`src/rtl/dual_shift_pkg.sv`:
```
// Shared types and sizing helpers for the dual shift-register lockstep checker.
package dual_shift_pkg;

  typedef enum logic {
    SHIFT_UP   = 1'b0,
    SHIFT_DOWN = 1'b1
  } shift_dir_e;

  // Width of a counter that must hold the value DEPTH itself.
  function automatic int FILLW(input int depth);
    return $clog2(depth + 1);
  endfunction

endpackage

```
`src/rtl/shift_chain.sv`:
```
// One DEPTH-stage, WIDTH-bit delay chain; DIR selects whether samples enter at
// stage 0 and leave at DEPTH-1 (SHIFT_UP) or enter at DEPTH-1 and leave at 0.
module shift_chain
  import dual_shift_pkg::*;
#(
  parameter int         WIDTH = 8,
  parameter int         DEPTH = 16,
  parameter shift_dir_e DIR   = SHIFT_UP
) (
  input  logic             i_clk,
  input  logic             i_reset,
  input  logic             i_clear,
  input  logic             i_ce,
  input  logic [WIDTH-1:0] i_data,
  output logic [WIDTH-1:0] o_tail
);

  logic [WIDTH-1:0] stage_q [DEPTH];
  logic [WIDTH-1:0] stage_d [DEPTH];

  for (genvar gi = 0; gi < DEPTH; gi++) begin : g_stage
    if (DIR == SHIFT_UP) begin : g_up
      if (gi == 0) begin : g_head
        assign stage_d[gi] = i_data;
      end else begin : g_body
        assign stage_d[gi] = stage_q[gi-1];
      end
    end else begin : g_down
      if (gi == DEPTH - 1) begin : g_head
        assign stage_d[gi] = i_data;
      end else begin : g_body
        assign stage_d[gi] = stage_q[gi+1];
      end
    end

    always_ff @(posedge i_clk or posedge i_reset) begin
      if (i_reset) begin
        stage_q[gi] <= '0;
      end else if (i_clear) begin
        stage_q[gi] <= '0;
      end else if (i_ce) begin
        stage_q[gi] <= stage_d[gi];
      end
    end
  end

  if (DIR == SHIFT_UP) begin : g_tail_up
    assign o_tail = stage_q[DEPTH-1];
  end else begin : g_tail_down
    assign o_tail = stage_q[0];
  end

endmodule

```
`config.mk`:
```
export PLATFORM = sky130hd
export DESIGN_NAME = shift_chain
export DESIGN_NICKNAME = d
export VERILOG_FILES = /design/src/rtl/dual_shift_pkg.sv /design/src/rtl/shift_chain.sv
export SDC_FILE = /design/constraint.sdc
export NUM_CORES = 1
export LEC_CHECK = 0
export CORE_MARGIN = 1
export CORE_UTILIZATION = 50
export CTS_BUF_LIST = sky130_fd_sc_hd__clkbuf_16
export CTS_CLUSTER_DIAMETER = 30
export DETAILED_ROUTE_END_ITERATION = 10
export GPL_TIMING_DRIVEN = 0
export PLACE_DENSITY = 0.72
export SLEW_MARGIN = 15
export SYNTH_ARGS = -nofsm -noshare
export SYNTH_HDL_FRONTEND = slang
export SYNTH_SLANG_ARGS = --single-unit
```
`constraint.sdc`:
```
create_clock -name i_clk -period 5.2 [get_ports i_clk]
set_input_delay 0.52 -clock i_clk [delete_from_list [all_inputs] [get_ports i_clk]]
set_output_delay 0.52 -clock i_clk [all_outputs]
set_load 0.03 [all_outputs]
```
==> summary.md <==
| Metric | Value |
|---|---|
| Fill count | `around 800` |
| Worst Setup Start Kind | `register` |
| Post-Synthesis Cells | `slightly above 400` |
| Post-synth EDFFs | `0` |
| Drc violations | `0` |
| Crit-path slowest cell | `clkdlybuf4s50_1` |
| Final period util | `0.3775` |
| Final clock skew | `~11 ps` |
| Most frequent cells after synthesis | `dfrtp_1, mux2i_1, nor2_1` |
| Area growth, synth to finish | `18.71%` |
| DP HPWL | `roughly 5.6 mm` |
| Worst Path Buf+Inv | `1` |
| Core area | `10280 µm²` |
| Dominant synthesized flop cell | `dfrtp_1` |
| Final ANT Viol Nets | `0` |
| Cts bufs inserted | `17` |
| Place WS | `around 3500 ps` |
| Vias in the first global route | `around 3.1k` |
| Worst EP required | `about 4700 ps` |
| Worst Hold Path Cells | `3` |
| Synthesized cell area | `between 5000 and 6000 µm²` |
| Cell Rows | `37` |
| Pwr Density | `between 300 and 400 nW/µm²` |
| Fraction of registers with async set/reset | `1.000` |
| Critical path class | `register to output pin` |
| Post-layout minimum cycle time | `1963 ps` |
| Post_cts resized | `0` |
| Worst path arrival time | `roughly 1400 ps` |
| Hold Worst Slack | `486.7 ps` |
| Antenna diodes | `0` |
| Final setup fails | `0` |
| Critical path capture point type | `output pin` |
| First-pass GRT wire length | `between 15 and 20 mm` |
| Placer Congestion | `0.6912` |
| Vias per cell | `4.993` |
| Gr ovfl total | `0` |
| Ports | `20` |
| Outcome | `completed` |
| Pwr Total | `between 2 and 2.5 mW` |
| Max-cap violations | `0` |
| First drt pass iteration count | `4` |
| Number of cells on the critical path | `1` |
| Drt wl/cell | `between 10 and 15 µm` |
| Seq/Total Area, Yosys | `0.6048` |
| Crit-path cells | `clkdlybuf4s50_1` |
| Finished Layout Cells | `roughly 600` |
| Cell taking the most area after synthesis | `dfrtp_1` |
| Peak per-stage delay on the critical path | `slightly below 700 ps` |
| Initial core utilization | `0.5153` |
| Clk slew on worst S/H paths | `about 60 ps` |
| Max Freq | `~500 MHz` |
| Largest net degree at the start of global routing | `73` |
| Syn_nets | `roughly 430` |
| Final Hold Vio Count | `0` |
| Yosys reg bits | `~130` |
| RSZ-0062 raised after global routing | `false` |
| Vias | `~3k` |
| CTS Buffer Depth | `2` |
| CTS Hold Bufs | `0` |
| Nets | `462` |
| Iter 0 DRT Violations | `128` |
| Antenna violations before repair | `0` |
| Syn avg cell area | `roughly 13 µm²` |
| YS warnings | `0` |
| Worst R2R Path Depth | `2` |
| Top-area cell type share of the netlist area | `0.6048` |
| Die outline width | `between 100 and 150 µm` |
| Sink Count | `about 130` |
| Clock latency on the worst-skew pair | `~400 ps` |
| Slew HR | `0.6538` |
| Number of buffers inserted by port buffering | `17` |
| Max-slew violations | `0` |
| Static Leak | `about 3.2 nW` |
| Final setup margin | `roughly 3200 ps` |
| Die Area | `11010 µm²` |
| Die Ht | `104.9 µm` |
| Crit path max fanout | `2` |
| H-tree depth | `4` |
| Delay-heaviest family, CP | `buffers and inverters` |
| Postcts setup bufs | `0` |
| Cells after DPL | `between 500 and 600` |
| CTS tree | `yes` |
| Synth unique cells | `8` |
| Share of cells above drive strength 1 | `0.1061` |
| Worst min path class | `input pin to register` |
| Synth top area cells | `dfrtp_1, mux2i_1, nor2_1, buf_12, clkbuf_1` |
| Actual slew at the worst max-slew pin | `between 500 and 600 ps` |
| Post-Route WL | `between 8 and 9 mm` |
| Worst VDD drop | `0.3240 mV` |
| CTS root buf | `clkbuf_16` |
| Global Route Usage Sum | `0.1804` |
cell type report:
cell class / instances / area [µm²] / share of cell area
Sequential cell: 128 / 3203 / 0.5095
Multi-Input combinational cell: 256 / 1762 / 0.2802
Clock inverter: 14 / 192.7 / 0.03065
Clock buffer: 17 / 425.4 / 0.06766
Inverter: 1 / 8.758 / 0.001393
Timing Repair Buffer: 18 / 197.7 / 0.03144
Buffer: 28 / 327.8 / 0.05214
Tap cell: 136 / 170.2 / 0.02706
where the power goes:
group | internal, mW | total (mW) | switching (mW) | leakage [nW]
clock network | 0.798 | 1.23 | 0.430 | 0.285
registers | 1.00 | 1.01 | 0.00424 | 1.78
logic | 0.0541 | 0.124 | 0.0694 | 1.16
total | 1.86 | 2.36 | 0.504 | 3.23
path summary, 6_finish.rpt:
path                       slack [ps]                  endpoint                     start
setup / recovery                 3240                 o_tail[7]     o_tail[7]$_DFFE_PP0P_
hold / removal                    490   stage_d[21]$_DFFE_PP0P_                      i_ce
setup reg to reg                 4440  stage_d[101]$_DFFE_PP0P_  stage_d[109]$_DFFE_PP0P_
hold reg to reg                   510   stage_d[17]$_DFFE_PP0P_   stage_d[25]$_DFFE_PP0P_
max in group asynchronous        3920   stage_d[54]$_DFFE_PP0P_                   i_reset
min in group asynchronous         540     o_tail[4]$_DFFE_PP0P_                   i_reset
flip-flops by register name, summed over array words and instances (netlist names):
name	count
o_tail	8
stage_d	120
metrics by stage:
step                      setup TNS [ps]  instance area [µm²]    util
after detailed placement               0                 5669  0.5516
after CTS                              0                 6287  0.6118
after global placement            -41890                 5637  0.5485
final                                  0                 6287  0.6118
after floorplan                        0                 5296       -
after global routing                   0                 6287  0.6118
cells in the final DEF (no fill, tap or decap):
master	Yosys	routed
buf_12	13	13
buf_16	0	1
buf_2	3	3
buf_6	1	1
bufinv_16	0	4
clkbuf_1	11	11
clkbuf_16	0	17
clkdlybuf4s50_1	0	17
clkinv_1	0	1
clkinv_2	0	1
clkinv_4	0	3
clkinvlp_4	0	5
dfrtp_1	128	128
inv_6	0	1
mux2i_1	128	128
nor2_1	128	128
cell families after synthesis:
group | count (synthesis) | synth area share
DFF | 128 | 0.6048
buffers and inverters | 29 | 0.06260
and+or+nand+nor | 128 | 0.09072
muxes | 128 | 0.2419
routing by layer:
layer,global-route usage,share of wire,vias up
li1,-,-,1451
met3,0.04304,0.025,11
met5,0,0,-
met2,0.2791,0.47,33
met4,0.08652,0.014,0
met1,0.2406,0.49,1491
Note: power is estimated with default switching activity, not from simulation.
